$ cat src/rtl/mem_dump_tx.sv
// Purpose : walks all 16 RAM words and sends each as an ASCII hex line "A:DD\r\n" over a UART TX line (8N1).
// Latency : per line 3 cycles (REQ/READ/CAPT) + 60 bit periods; grant waits add to REQ.
// Backpressure: bus_req/bus_gnt handshake; the FSM parks in REQ until granted, and start is ignored while busy.
//
// Ports:
//   clk, CLR           - system clock, synchronous active-high reset
//   start, halted      - dump request pulse, accepted only when halted is high
//   bus_req, bus_gnt   - RAM read path request and grant
//   rd_en, rd_addr     - one-cycle read strobe and address; rd_data returns the following cycle
//   tx                 - UART serial line, idles high
//   busy, done         - dump in progress, one-cycle completion pulse
//
// Optional build macro DUMP_CHECKSUM_EN: appends a line "S:SS\r\n" carrying the mod-256 sum of all 16 bytes.
module mem_dump_tx #(
    parameter int CLK_HZ = 50000000,
    parameter int BAUD   = 115200
) (
    input  logic       clk,
    input  logic       CLR,
    input  logic       start,
    input  logic       halted,
    output logic       bus_req,
    input  logic       bus_gnt,
    output logic       rd_en,
    output logic [3:0] rd_addr,
    input  logic [7:0] rd_data,
    output logic       tx,
    output logic       busy,
    output logic       done
);
    localparam int BIT_DIV = CLK_HZ / BAUD;
    localparam int CW      = (BIT_DIV > 2) ? $clog2(BIT_DIV) : 1;
    localparam logic [CW-1:0] BAUD_LAST = CW'(BIT_DIV - 1);
    localparam logic [CW-1:0] BAUD_PRE  = CW'(BIT_DIV - 2);

    localparam logic [2:0] S_IDLE = 3'd0;
    localparam logic [2:0] S_REQ  = 3'd1;
    localparam logic [2:0] S_READ = 3'd2;
    localparam logic [2:0] S_CAPT = 3'd3;
    localparam logic [2:0] S_SEND = 3'd4;
    localparam logic [2:0] S_NEXT = 3'd5;
    localparam logic [2:0] S_FIN  = 3'd6;

    logic [2:0]      r_state;
    logic [3:0]      r_addr;
    logic [5:0][7:0] r_line;   // character 0 is sent first
    logic [2:0]      r_char;
    logic [3:0]      r_bit;    // 0 = start, 1..8 = data LSB first, 9 = stop
    logic [CW-1:0]   r_baud;
`ifdef DUMP_CHECKSUM_EN
    logic [7:0]      r_sum;
    logic            r_sum_sent;
`endif

    logic [7:0] w_cur_char;
    logic [2:0] w_data_idx;
    logic       w_bit_val;
    logic       w_last_bit;

    function automatic logic [7:0] f_hex(input logic [3:0] n);
        f_hex = (n < 4'd10) ? (8'h30 + {4'h0, n}) : (8'h37 + {4'h0, n});
    endfunction

    assign w_cur_char = r_line[r_char];
    assign w_data_idx = 3'(r_bit - 4'd1);
    assign w_last_bit = (r_char == 3'd5) && (r_bit == 4'd9);

    always_comb begin
        w_bit_val = 1'b1;
        if (r_bit == 4'd0)
            w_bit_val = 1'b0;
        else if (r_bit != 4'd9)
            w_bit_val = w_cur_char[w_data_idx];
    end

    assign bus_req = (r_state == S_REQ) || (r_state == S_READ) || (r_state == S_CAPT);
    assign rd_en   = (r_state == S_READ);
    assign rd_addr = r_addr;
    assign tx      = (r_state == S_SEND) ? w_bit_val : 1'b1;
    assign busy    = (r_state != S_IDLE) && (r_state != S_FIN);
    assign done    = (r_state == S_FIN);

    always_ff @(posedge clk) begin
        if (CLR) begin
            r_state <= S_IDLE;
            r_addr  <= '0;
            r_line  <= '0;
            r_char  <= '0;
            r_bit   <= '0;
            r_baud  <= '0;
`ifdef DUMP_CHECKSUM_EN
            r_sum      <= '0;
            r_sum_sent <= 1'b0;
`endif
        end else begin
            case (r_state)
                S_IDLE: begin
                    if (start && halted) begin
                        r_addr  <= '0;
`ifdef DUMP_CHECKSUM_EN
                        r_sum      <= '0;
                        r_sum_sent <= 1'b0;
`endif
                        r_state <= S_REQ;
                    end
                end
                S_REQ: begin
                    if (bus_gnt)
                        r_state <= S_READ;
                end
                S_READ: r_state <= S_CAPT;
                S_CAPT: begin
                    r_line  <= {8'h0A, 8'h0D, f_hex(rd_data[3:0]), f_hex(rd_data[7:4]),
                                8'h3A, f_hex(r_addr)};
`ifdef DUMP_CHECKSUM_EN
                    r_sum   <= r_sum + rd_data;
`endif
                    r_char  <= '0;
                    r_bit   <= '0;
                    r_baud  <= '0;
                    r_state <= S_SEND;
                end
                S_SEND: begin
                    // The final stop bit's last clock is spent in NEXT (tx is high
                    // there too), so a line costs exactly 60 bit periods plus 3.
                    if (w_last_bit && (r_baud == BAUD_PRE)) begin
                        r_state <= S_NEXT;
                    end else if (r_baud == BAUD_LAST) begin
                        r_baud <= '0;
                        if (r_bit == 4'd9) begin
                            r_bit  <= '0;
                            r_char <= r_char + 3'd1;
                        end else begin
                            r_bit <= r_bit + 4'd1;
                        end
                    end else begin
                        r_baud <= r_baud + 1'b1;
                    end
                end
                S_NEXT: begin
                    if (r_addr == 4'hF) begin
`ifdef DUMP_CHECKSUM_EN
                        if (!r_sum_sent) begin
                            r_line     <= {8'h0A, 8'h0D, f_hex(r_sum[3:0]), f_hex(r_sum[7:4]),
                                           8'h3A, 8'h53};
                            r_sum_sent <= 1'b1;
                            r_char     <= '0;
                            r_bit      <= '0;
                            r_baud     <= '0;
                            r_state    <= S_SEND;
                        end else begin
                            r_state <= S_FIN;
                        end
`else
                        r_state <= S_FIN;
`endif
                    end else begin
                        r_addr  <= r_addr + 4'd1;
                        r_state <= S_REQ;
                    end
                end
                S_FIN:   r_state <= S_IDLE;
                default: r_state <= S_IDLE;
            endcase
        end
    end
endmodule

$ cat config.mk
export PLATFORM = sky130hd
export DESIGN_NAME = mem_dump_tx
export DESIGN_NICKNAME = d
export VERILOG_FILES = /design/src/rtl/mem_dump_tx.sv
export SDC_FILE = /design/constraint.sdc
export NUM_CORES = 1
export LEC_CHECK = 0
export ABC_AREA = 1
export BUFFER_PORTS_ARGS = -buffer_cell sky130_fd_sc_hd__buf_2
export CAP_MARGIN = 40
export CORE_UTILIZATION = 30
export DETAILED_ROUTE_END_ITERATION = 8
export HOLD_SLACK_MARGIN = 0.1
export MAX_ROUTING_LAYER = met4
export SYNTH_ARGS = -nofsm -noshare
export SYNTH_HDL_FRONTEND = slang
export SYNTH_SLANG_ARGS = --single-unit
$ cat constraint.sdc
create_clock -name clk -period 2.1 [get_ports clk]
set_input_delay 0.21 -clock clk [delete_from_list [all_inputs] [get_ports clk]]
set_output_delay 0.21 -clock clk [all_outputs]
set_load 0.02 [all_outputs]
Word level (Yosys, flattened, before mapping). Cells that the tools add are included.

Register bits after elaboration: 50. Bits of input ports: 13. Output and inout port bits: 9. Logic and storage cells: 92.

Add/subtract/negate cells: 11. Magnitude comparators: 5. Equal/unequal tests: 20. Mux-type cells: 29. Reductions and logical operators: 16.

Operators by type and width (count): adder 6 x 4 -> 7 bit (first input constant) (6); binary-select mux 8 bit (select 3 bit) (1); two-way mux 3 bit (7); two-way mux 7 bit (3); two-way mux 4 bit (5); == test 9 bit (second input constant) (2); two-way mux 9 bit (2); case mux 3 bit (6 select lines) (1); case mux 9 bit (2 select lines) (1); case mux 4 bit (2 select lines) (2); == test 3 bit (second input constant) (4); < comparator 4 bit (second input constant) (3); adder 9 x 1 -> 9 bit (second input constant) (1); AND reduction 3 bit (3); adder 4 x 1 -> 4 bit (second input constant) (2); == test 4 bit (second input constant) (2); < comparator 3 x 4 -> 1 bit (second input constant) (2); two-way mux 8 bit (1); != test 2 bit (second input constant) (4); == test 3 x 2 -> 1 bit (second input constant) (2); != test 2 x 1 -> 1 bit (second input constant) (3); case mux 3 bit (2 select lines) (1); logical AND 1 bit (4); zero test 4 bit (1); other kinds (13) (18).

Depth between registers and ports, before layout. Gate-level depths: netlist of the first run.

Depth after elaboration: 7. Depth in mapped cells: 13. Mapped depth without buffers: 13.

Least setup slack after synthesis of the first run. No wires, ideal clock.

Kind: register to output. From: register r_bit[0]. To: output tx. Arrival: 1.592 ns. Data required time: 1.890 ns. Slack: 0.298 ns. Stages on the path, launching flop included: 13. Buffers on the path: 1. Path through: dfxtp_1 buf_2 inv_1 ha_1 inv_1 nand2_1 a21oi_1 nor2_1 nand2_1 nand3_1 nand2_1 nand2_1 nand2_1.

Word-level cells in the longest chain between the ends: 6. Elaborated cells on any way between the ends: 8. Classes of those cells: add/sub: 1; eq/ne: 1; mux: 5; reduce/logical: 1.

RTL lines: start: declaration (line 48) `logic [3:0] r_bit;`; start signal: assignment (line 134) `r_bit <= r_bit + 4'd1;`; subtractor 3 x 1 -> 3 bit (line 65) `assign w_data_idx = 3'(r_bit - 4'd1);`; binary-select mux 1 bit (select 3 bit) (line 73) `w_bit_val = w_cur_char[w_data_idx];`; two-way mux 1 bit (not written as such) (line 73); two-way mux 1 bit (line 72) `else if (r_bit != 4'd9)`; two-way mux 1 bit (*) (line 70) `if (r_bit == 4'd0)`; two-way mux 1 bit (*) (line 79) `assign tx = (r_state == S_SEND) ? w_bit_val : 1'b1;`; end: declaration (line 27) `output logic tx,`.

Mark *: on every way between the ends. The rest lies on a longest branch, timed or not. The select of a mux whose other input is x is not followed.

Worst setup path in the final report of the first run. Ends and elaborated chain as after synthesis.

==> results of run 1 <==
## per-layer routing
layer	up-vias	routed length [um]	track usage
met4	0	91	0.0441
met1	1173	3080	0.194
met3	7	207	0.0219
li1	1326	-	-
met2	54	3070	0.257
met5	-	0	-
## cell type report
cell class,count,share of cell area
tap,108,0.0436
sequential,45,0.293
clock inverter,3,0.0210
multi-input combinational,276,0.495
timing repair buffer,28,0.0529
inverter,58,0.0726
clock buffer,5,0.0222
## worst min-delay path by stage
stage                       startpoint                      end  slack (ns)  cells after the start
6_report                    rd_data[0]  r_line[24]$_SDFFE_PP0P_        0.18                      3
5_1_grt                     rd_data[0]  r_line[24]$_SDFFE_PP0P_        0.20                      3
4_1_cts                     rd_data[0]  r_line[24]$_SDFFE_PP0P_        0.17                      3
3_5_place_dp   r_line[20]$_SDFFE_PP0P_  r_line[20]$_SDFFE_PP0P_        0.46                      2
3_3_place_gp   r_line[20]$_SDFFE_PP0P_  r_line[20]$_SDFFE_PP0P_        0.46                      2
2_1_floorplan               rd_data[7]  r_line[19]$_SDFFE_PP0P_        0.36                      2
## where the power goes
group	switching [uW]	internal [uW]	leakage (uW)
registers	20.5	868	0.000365
clock network	311	473	0.0000681
logic	139	71.6	0.000830
total	471	1410	0.00126
## logic make-up (layout without fill, tap and decap cells)
group / after synthesis / in the layout / synth area share
xor+xnor: 4 / 4 / 0.0131
buf+inv: 68 / 94 / 0.104
flops: 45 / 45 / 0.336
simple gates: 185 / 185 / 0.337
compound gates: 75 / 75 / 0.154
fa+ha+maj: 12 / 12 / 0.0560
## cells in the final DEF (no fill, tap or decap), drive strengths merged
master | netlist | final
a211oi | 2 | 2
a21o | 1 | 1
a21oi | 33 | 33
a22oi | 3 | 3
a31oi | 2 | 2
buf | 7 | 28
bufinv | 0 | 2
clkbuf | 3 | 5
clkinv | 2 | 2
dfxtp | 45 | 45
ha | 12 | 12
inv | 56 | 57
nand2 | 83 | 83
nand3 | 36 | 36
nand3b | 1 | 1
nand4 | 4 | 4
nor2 | 46 | 46
nor3 | 9 | 9
nor3b | 3 | 3
nor4 | 2 | 2
o211ai | 3 | 3
o21ai | 25 | 25
o221ai | 2 | 2
o22ai | 4 | 4
or2 | 1 | 1
xnor2 | 2 | 2
xor2 | 2 | 2
## through the flow
| step | instance area [um2] | total power, uW | worst slack, ns |
|---|---|---|---|
| 4_1_cts | 3060 | 1900 | 0.00215 |
| 6_report | 3100 | 1880 | 0.159 |
| 3_3_place_gp | 2910 | 1110 | 0.215 |
| 2_1_floorplan | 2680 | 1050 | 0.298 |
| 5_1_grt | 3100 | 1960 | 0.00547 |
| 3_5_place_dp | 2910 | 1110 | 0.196 |
## flip-flops by register name (all words and copies together), names as in the netlist
register / flops
r_baud: 9
r_bit: 4
r_state: 3
r_line: 22
rd_addr: 4
r_char: 3
## tightest hold or removal path, cell delays in order
cell and delay (ns):
sky130_fd_sc_hd__buf_2 0.08, sky130_fd_sc_hd__nor2_1 0.04, sky130_fd_sc_hd__o22ai_1 0.10
## what timing repair did
action	CTS	global route
buffers inserted	0	1
setup endpoints to repair	1	1
resized for setup	4	13
==> results list, run 1 <==
- Final hold analysis gives a worst-case slack of between 0.15 and 0.2 ns.
- CTS H-tree lvls: 2
* Hold-fix buffers, CTS: 0
- Number of distinct standard cells referenced by the synthesized netlist: 41
* Shortest period the worst path allows: around 1.9 ns
- Counting stages on the worst path, the most repeated cell is sky130_fd_sc_hd__nand2_1.
- CTS max path bufs: 2
- Global-route wire length before repair: 11.0 mm
- At the worst endpoint, the arrival time is 1.73 ns.
- The critical path crosses 12 cells after its start point.
- Antenna diode count: 0
- Along the worst path, the maximum fanout reaches 6.
* Final WL: 6.45 mm
- Element type at the critical path end: output pin
- In this run the horizontal extent of the chip is 96.5 um.
- Iter 0 DRT Violations: between 100 and 150
- Worst voltage drop across the vdd grid: 428 uV
* Setup TNS: 0 ns
- The tree built by TritonCTS fans out to between 40 and 50 sinks.
* Aggregate global-route resource usage: 0.154
* Clock buffers created by TritonCTS: 5
- Launching instance or port of the critical path: r_bit[0]$_SDFFE_PP0P_
- The layout has 974 filler cells.
- Count of mapped cells out of synthesis: 389
- Buffers & Inverters on Critical Path: 3
* RD Place Congestion: between 0.8 and 0.9
* Net total in the final layout: between 400 and 500
- Final HPWL DP: roughly 4.7 mm
- Of the post-synthesis cell area, the dominant cell type holds 0.336.
* Slew at the pin with the worst max-slew slack: 0.458 ns
- TritonCTS built the clock tree.
- The sequential cells in the finished layout cover a total of just over 900 um2.
* Most used standard cell by instance count after synthesis: sky130_fd_sc_hd__nand2_1
* Number of core rows: 34
- In the routed layout, each cell is associated on average with a via count of between 4 and 5.
- Clock input transition at the sequential cells of the worst setup and hold paths: 0.09 ns
- The multi-input combinational cells in the finished layout cover a total of about 1500 um2.
- The signal on the critical path passes through inv_2 > ha_4 > inv_2 > nand2_2 > a21oi_2 > nor2_1 > nand2_1 > nand3_1 > nand2_1 > nand2_1 > nand2_1 > buf_6.
* Run status: complete, no violations
* Post-Synthesis Net Count: just over 400
- Max-cap violations in this run came to 0.
- Sorting the synthesized cells by area gives the leading types as sky130_fd_sc_hd__dfxtp_1 (34%), sky130_fd_sc_hd__nand2_1 (11%), sky130_fd_sc_hd__inv_1 (7.1%).
- Capturing element of the worst setup path: tx
* Sequential fraction of the synthesis area: 0.336
- The area growth from synthesis to layout is 15.7%.
* Effective utilization at floorplan: 0.309
- Wire length per cell: 12.3 um
- The worst setup path is launched from a register.
- Number of enable-type register cells in the synthesized netlist: 0
* DRC viols: 0
- Setup violations remaining at the end of the flow were counted as 0.
- Class of the most critical hold timing path: input pin to register
* Chip Height: 96.5 um
- A synthesized cell averages 6.89 um2.
- Unrepaired setup endpoints after global routing: no
- Fmax: between 500 and 600 MHz
- After synthesis, the share of flip-flops with an asynchronous set or reset is 0.
* Die ar.: just over 9000 um2
- Dominant register cell in the synthesized netlist: sky130_fd_sc_hd__dfxtp_1
* Util after Layout: 0.357
- Antenna violations before repair: 0
- The worst setup path is of the register to output pin kind.
* Count of yosys warnings during synthesis: 0
- End of the worst register-to-register path: r_baud[3]$_SDFFE_PP0P_
* Via count: 2560
* Slew Limit Headroom: 0.694
- Finished Layout Cells: 523
- Setup slack of the worst register-to-register path: just under 0.3 ns
- For the worst flop-to-flop path, the logic depth is 10.
- The largest individual stage delay along the critical path comes from the cell sky130_fd_sc_hd__dfxtp_4.
- Across the routed clock network, the largest skew measured is about 0.003 ns.
* Cell type group with the largest total delay on the critical path: simple AND/OR/NAND/NOR gates
* Final Max Tran Viols: 0
- For this run the aggregate overflow at the end of global routing stands at 0.
- In this run the critical register-to-register path is launched from r_char[1]$_SDFFE_PP0P_.
* Number of input and output port buffers inserted: 21
- Clock network latency to the later pin of the worst-skew pair: 0.29 ns
- In the final layout, the share of cells above drive strength 1 is 0.183.
* Vias in the first global route: roughly 2500
- Including well taps, the total number of placed cells is 514.
- The core region is 8680 um2.
- Post-synthesis register bit count: 45
- For this design the ratio of total power to cell area is 608 nW/um2.
* Cell type with the highest aggregate area in the netlist: sky130_fd_sc_hd__dfxtp_1
* Cell area after synthesis: 2680 um2
- Commonest cells in the netlist: sky130_fd_sc_hd__nand2_1 (75), sky130_fd_sc_hd__inv_1 (51), sky130_fd_sc_hd__dfxtp_1 (45), sky130_fd_sc_hd__nor2_1 (41), sky130_fd_sc_hd__nand3_1 (34)
- The detail route stage leaves a number of antenna-violating nets equal to 0.
- Total leakage power: 0.00126 uW
- Entering global routing, the biggest net connects 23 pins.
* Root buffer selected by CTS: sky130_fd_sc_hd__clkbuf_8
* Hold violation count in the final report: 0
* Number of iterations in the first detailed-routing pass: 4
- In the finished design, the share of the clock period the worst path needs comes to 0.924.
- Top-level port count: 22
- At the worst endpoint, the required time is 1.89 ns.
* Max incr delay on CP: 0.39 ns
No activity file was read; power rests on OpenSTA's default activity.
==> inputs of run 2 (changes only) <==
CAP_MARGIN = default   (was 40)
GPL_ROUTABILITY_DRIVEN = 0   (was default)
clock period = 1.9 ns   (was 2.1 ns; I/O delays follow)
==> results list, run 2 (synthesis gave the netlist of run 1 again) <==
- Wire segments on met3 add up to about 140 um in the final route.
- Worst voltage drop across the vdd grid: 312 uV
* # fillers: 945
* Area of the core region: ~8700 um2
- Clock network latency to the later pin of the worst-skew pair: 0.30 ns
- Final HPWL DP: 4.68 mm
- Element type at the critical path start: register
* Most common cell after layout, fill and taps aside: sky130_fd_sc_hd__nand2_1
- Once layout is done, the placed cells without fillers occupy ~3200 um2.
* Post-route antenna net violation count: 0
- Wire length on met1: ~3.2 mm
* Run status: complete, no violations
- Setup TNS: 0 ns
- Power density cells: slightly below 600 nW/um2
- Setup violation total in the final timing report: 0
- Power consumption: between 1500 and 2000 uW
- For this run, the top clock speed supported by timing is 535 MHz.
- The finished layout holds 533 standard cells, fillers aside.
- The clock passes through at most 2 buffers.
* Slew Limit Headroom: 0.694
- Data required, critical path: 1.71 ns
- The tightest hold path in the finished design has a slack of 0.163 ns.
- Vias per Instance: 4.84
* Number of input and output port buffers inserted: 21
* Data arrival, critical path: between 1.5 and 2 ns
- In this run the core area contains 34 standard-cell rows.
- Proportion of layout cells with a drive suffix above 1: 0.209
* Post-Place Cell Area: 2960 um2
- The number of global-route vias before repair is 2471.
* Via count: 2582
- Total global routing overflow: 0
- Instance count after placement with tap cells included: 521
- Final WL: 6.49 mm
- By startpoint and endpoint, the worst setup path is classified as register to output pin.
- Pin count of the biggest net entering global routing: 23
- Wire length on met2: 3.12 mm
- DRC viols: 0
* Class of the most critical hold timing path: input pin to register
* Element type at the critical path end: output pin
- Hold violation count in the final report: 0
- In this run the vertical extent of the chip is 96.5 um.
- Unrepaired setup endpoints after global routing: yes
* Final Max Tran Viols: 0
- Antenna violations before repair: 0
- Worst setup skew after layout: 0.00984 ns
* Root buffer selected by CTS: sky130_fd_sc_hd__clkbuf_8
- Across every metal layer, demand over resource in global routing totals 0.156.
- The H-tree generated during clock tree synthesis spans 2 levels.
* TritonCTS clock tree: built
* Width of the die: 96.5 um
* Clock input transition at the sequential cells of the worst setup and hold paths: 0.08 ns
- Effective utilization at floorplan: 0.309
* Top-level port count: 22
- In this run the static leakage power is between 0.001 and 0.0015 uW.
* Global-route wire length before repair: between 10 and 15 mm
- Final cycle utilization of the critical path: 0.984
- Leading registers by flop count: r_line: 22 flops, r_baud: 9 flops
- The detailed router finished its first iteration with 97 violations.
* Commonest non-fill, non-tap cells in the layout: sky130_fd_sc_hd__nand2_1 (71), sky130_fd_sc_hd__inv_1 (48), sky130_fd_sc_hd__dfxtp_1 (41)
* CTS sink cnt: 45
- Biggest fanout along the worst timing path: 5
- At the pin with the least slew margin, the transition time is 0.458 ns.
- The repair_antennas step left the layout with diodes totalling 0.
- Max-cap violations in this run came to 0.
- Net total in the final layout: 449
* Top reg by flops: r_line
- Signed area change from the synthesized netlist to the final layout: 18.0%
- Die ar.: approximately 9300 um2
* Wire length per cell: 12.2 um
* Max FFs per register: 22
* Clock buffers created by TritonCTS: 5
* Shortest period the worst path allows: 1.87 ns
* Number of iterations in the first detailed-routing pass: 4
- The highest layer touched by signal routing is met4.
[run 2: changes by cell type in the layout (fill, tap and decap cells not counted), sizes merged]
cell,previous run,this run
clkbuf,5,7
clkinvlp,0,1
bufinv,2,0
clkinv,2,1
buf,28,38
[run 2: layout make-up]
class	count	area, um2	share of cell area
repair buffers	38	243	0.0768
multi-input cells	276	1560	0.495
well taps	108	135	0.0427
clock buffers	7	76.3	0.0241
clock inverters	1	7.51	0.00237
inverters	58	228	0.0720
flip-flops and latches	45	908	0.287
[run 2: repair_timing]
action,CTS,global route
resized for setup,12,15
setup buffers,3,2
hold buffers,0,0
pin swaps,1,4
endpoints found under the setup margin,1,1
[run 2: path summary, 6_finish.rpt]
check / start / slack (ns) / end / depth (start not counted)
min reg2reg: r_line[20]$_SDFFE_PP0P_ / 0.48 / r_line[20]$_SDFFE_PP0P_ / 2
max: r_bit[1]$_SDFFE_PP0P_ / 0.03 / tx / 12
min: rd_data[0] / 0.16 / r_line[24]$_SDFFE_PP0P_ / 3
max reg2reg: r_bit[0]$_SDFFE_PP0P_ / 0.11 / r_char[1]$_SDFFE_PP0P_ / 10
[run 2: metrics by stage]
step	util	setup WS (ns)
2_1_floorplan	-	0.118
3_3_place_gp	0.341	0.173
3_5_place_dp	0.341	0.136
4_1_cts	0.357	0.00273
5_1_grt	0.364	-0.0785
6_report	0.364	0.0310
[run 2: metal layers]
metal  GRT usage  vias to the layer above
met2       0.256                       25
li1            -                     1352
met1       0.194                     1200
met5           -                        -
met4      0.0539                        0
met3      0.0250                        5
[run 2: critical path, stage by stage (launching register included)]
cell	delay [ns]
sky130_fd_sc_hd__dfxtp_2	0.35
sky130_fd_sc_hd__inv_2	0.05
sky130_fd_sc_hd__ha_4	0.31
sky130_fd_sc_hd__nor2_2	0.05
sky130_fd_sc_hd__nand2_1	0.06
sky130_fd_sc_hd__nand2_1	0.05
sky130_fd_sc_hd__nor2_1	0.10
sky130_fd_sc_hd__nand2_1	0.05
sky130_fd_sc_hd__nand3_1	0.06
sky130_fd_sc_hd__nand2_1	0.05
sky130_fd_sc_hd__nand2_1	0.07
sky130_fd_sc_hd__nand2_2	0.05
sky130_fd_sc_hd__buf_6	0.12
[run 2: where the power goes]
part           leakage, uW  internal, uW  switching (uW)
combinational     0.000890          90.6             159
sequential        0.000365           959            17.7
clock            0.0000385           261             340
total              0.00129          1310             517
==> inputs of run 3 (changes only) <==
CELL_PAD_IN_SITES_DETAIL_PLACEMENT = 0   (was default)
CELL_PAD_IN_SITES_GLOBAL_PLACEMENT = 2   (was default)
CTS_CLUSTER_DIAMETER = 80   (was default)
PLACE_DENSITY_LB_ADDON = 0.1   (was default)
==> results list, run 3 (synthesis gave the netlist of run 1 again) <==
- Sequential cell area: 907 um2
- After detailed routing, the average wire length per cell comes to around 13 um.
- In the global route stage, overall resource usage came out at 0.172.
- Vias per Instance: around 4.8
- Data on the critical path is required at its endpoint by ~1.7 ns.
* Final Max Tran Viols: 0
- Element type at the critical path end: output pin
- Chip Height: 96.5 um
- The tool flagged a number of max-cap violations equal to 0.
* Shortest period the worst path allows: roughly 1.9 ns
* Unrepaired setup endpoints after global routing: yes
- Final cycle utilization of the critical path: 0.987
* Most common cell on crit path: sky130_fd_sc_hd__nand2_1
- Data arrival, critical path: 1.69 ns
* Fraction of power spent switching nets: 0.266
- Top reg by flops: r_line
- The net count of the finished layout is 450.
- CTS H-tree lvls: 2
- Width of the die: 96.5 um
- The floorplan step defined a core boundary enclosing 8680 um2.
- Most common cell after layout, fill and taps aside: sky130_fd_sc_hd__nand2_1
* Critical-path cell list: buf_4 > buf_6 > a31oi_1 > nand3_2 > nand2_1 > nand2_1 > nand3_2 > nand2_1 > nand2_1 > nand2_2 > buf_6
* Relative contribution of the clock network to total power: 0.390
* Clock network latency to the later pin of the worst-skew pair: 0.30 ns
- Of the total power, combinational logic draws 0.122.
- The worst setup path is of the register to output pin kind.
- The longest clock path from root to sink contains 2 buffers.
* Terminating pin of the worst hold path: r_line[19]$_SDFFE_PP0P_
- Worst setup skew after layout: 0.00468 ns
* Setup TNS: 0 ns
* Worst voltage drop across the vdd grid: 260 uV
* Buffers & Inverters on Critical Path: 3
- Power density cells: around 630 nW/um2
- STA classifies the critical path startpoint as a register.
- Setup violations remaining at the end of the flow were counted as 0.
- CTS sink cnt: 45
- The slowest stage of the critical path is the sky130_fd_sc_hd__dfxtp_2 cell.
* Number of input and output port buffers inserted: 21
- # fillers: ~960
* Run status: complete, no violations
* Finished Layout Cells: 534
* Flop pwr share: 0.488
- The first detailed-routing pass ran for 4 iterations.
- Worst Reg2Reg Path Length in Cells: 10
- For this run the aggregate overflow at the end of global routing stands at 0.
* Via count: between 2000 and 3000
* TritonCTS clock tree: built
- Detailed placement ended at an HPWL of 5.40 mm.
- Of the cells placed in the final design, the portion with a size suffix greater than 1 is 0.218.
- For this design the total switching power over the nets is around 540 uW.
- For this design the static power due to leakage is 0.00134 uW.
- Vias in the first global route: 2370
- Antenna violations before repair: 0
* Top-level port count: 22
- Cell internal power was estimated by the tool at 1480 uW.
- Instance count after placement with tap cells included: 521
* Origin of the worst min-delay path: rd_data[7]
* WHS Path Cells: 3
- TritonCTS created 5 clock buffers.
* Post-Place Cell Area: 2960 um2
- In this run the tightest slew margin relative to its limit is 0.742.
* Reg-to-Reg Start: r_bit[0]$_SDFFE_PP0P_
- Hold violation count in the final report: 0
- Die ar.: ~9300 um2
* Power consumption: 2010 uW
- Class of the most critical hold timing path: input pin to register
- Fmax: roughly 530 MHz
- Post-route cell area: 3220 um2
- Max incr delay on CP: 0.34 ns
- From synthesis to final layout, the design area changed by 20.0%.
- The largest registers in the layout are r_line: 22 flops, r_baud: 9 flops.
* Number of core rows: 34
- Counting buffers and inverters, the worst setup path is 11 cells deep.
- Entering global routing, the biggest net connects 20 pins.
- Worst setup timing slack at the placement stage: about 0.045 ns
* DRC viols: 0
* Global-route wire length before repair: 11.9 mm
* Root buffer selected by CTS: sky130_fd_sc_hd__clkbuf_8
- In the layout the commonest cells are sky130_fd_sc_hd__nand2_1 (70), sky130_fd_sc_hd__inv_1 (48), sky130_fd_sc_hd__dfxtp_1 (42).
- Max FFs per register: 22
- The setup check on the worst reg-to-reg path leaves a slack of 0.18 ns.
- For this configuration, the core starts out at a cell density of 0.309.
- Area occupied by multi-input gates: 1580 um2
- Setup slack closes at 0.0242 ns.
* Biggest fanout along the worst timing path: 6
- For this design, the CTS-stage hold fixing added 0 buffers.
- Summed over all layers, the routed wires come to 7.21 mm.
- For the pin with the worst max-slew slack, the measured transition is 0.386 ns.
- End of the worst register-to-register path: r_char[1]$_SDFFE_PP0P_
- After clock tree synthesis, the clock-pin slew on the worst setup and hold paths is around 0.090 ns.
- Post-route antenna net violation count: 0
* Antenna diode count: 0
* Iter 0 DRT Violations: 96
* Cell type group with the largest total delay on the critical path: simple AND/OR/NAND/NOR gates
[run 3: power by group through the flow]
stage	Clock [uW]	Sequential [uW]	Combinational (uW)
floorplan	0	1010	152
global placement	0	1000	240
detailed placement	0	1000	238
CTS	807	981	245
global route	837	985	280
finish	785	981	246
[run 3: metrics by stage]
| stage | hold slack, ns | util |
|---|---|---|
| floorplan | 0.338 | - |
| global placement | 0.453 | 0.341 |
| detailed placement | 0.463 | 0.341 |
| CTS | 0.150 | 0.362 |
| global route | 0.167 | 0.371 |
| finish | 0.154 | 0.371 |
[run 3: worst max path at each step]
stage	start	endpoint	slack, ns
after floorplan	r_bit[0]$_SDFFE_PP0P_	tx	0.12
after global placement	r_bit[1]$_SDFFE_PP0P_	tx	0.09
after detailed placement	r_char[0]$_SDFFE_PP0P_	tx	0.05
after CTS	r_bit[1]$_SDFFE_PP0P_	tx	0.002
after global routing	r_char[0]$_SDFFE_PP0P_	tx	-0.08
final	r_bit[0]$_SDFFE_PP0P_	tx	0.02
[run 3: cell type report]
cell class              instances  area share
clock inverters                 1     0.00934
repair buffers                 39      0.0782
multi-input cells             276       0.490
inverters                      58      0.0716
flip-flops and latches         45       0.282
clock buffers                   7      0.0268
well taps                     108      0.0420
[run 3: worst reg2reg max path: stages, from the launching register on]
cell and delay (ns):
sky130_fd_sc_hd__dfxtp_2 0.35, sky130_fd_sc_hd__buf_4 0.12, sky130_fd_sc_hd__ha_1 0.14, sky130_fd_sc_hd__nand2_1 0.06, sky130_fd_sc_hd__nor2_2 0.21, sky130_fd_sc_hd__nand3_2 0.14
sky130_fd_sc_hd__nand2_4 0.10, sky130_fd_sc_hd__nand2_8 0.11, sky130_fd_sc_hd__nand2_1 0.15, sky130_fd_sc_hd__nand2_1 0.10, sky130_fd_sc_hd__o21ai_1 0.16
[run 3: layer usage]
metal	track usage	part of all wire	up-vias
li1	-	-	1345
met1	0.230	0.50	1161
met2	0.274	0.47	25
met3	0.0258	0.017	7
met4	0.0404	0.010	0
met5	-	0	-
[run 3: timing repair]
action,CTS,global route
pin swaps,1,11
endpoints found under the setup margin,1,1
gates cloned,0,1
setup buffers,3,1
resized for setup,14,15
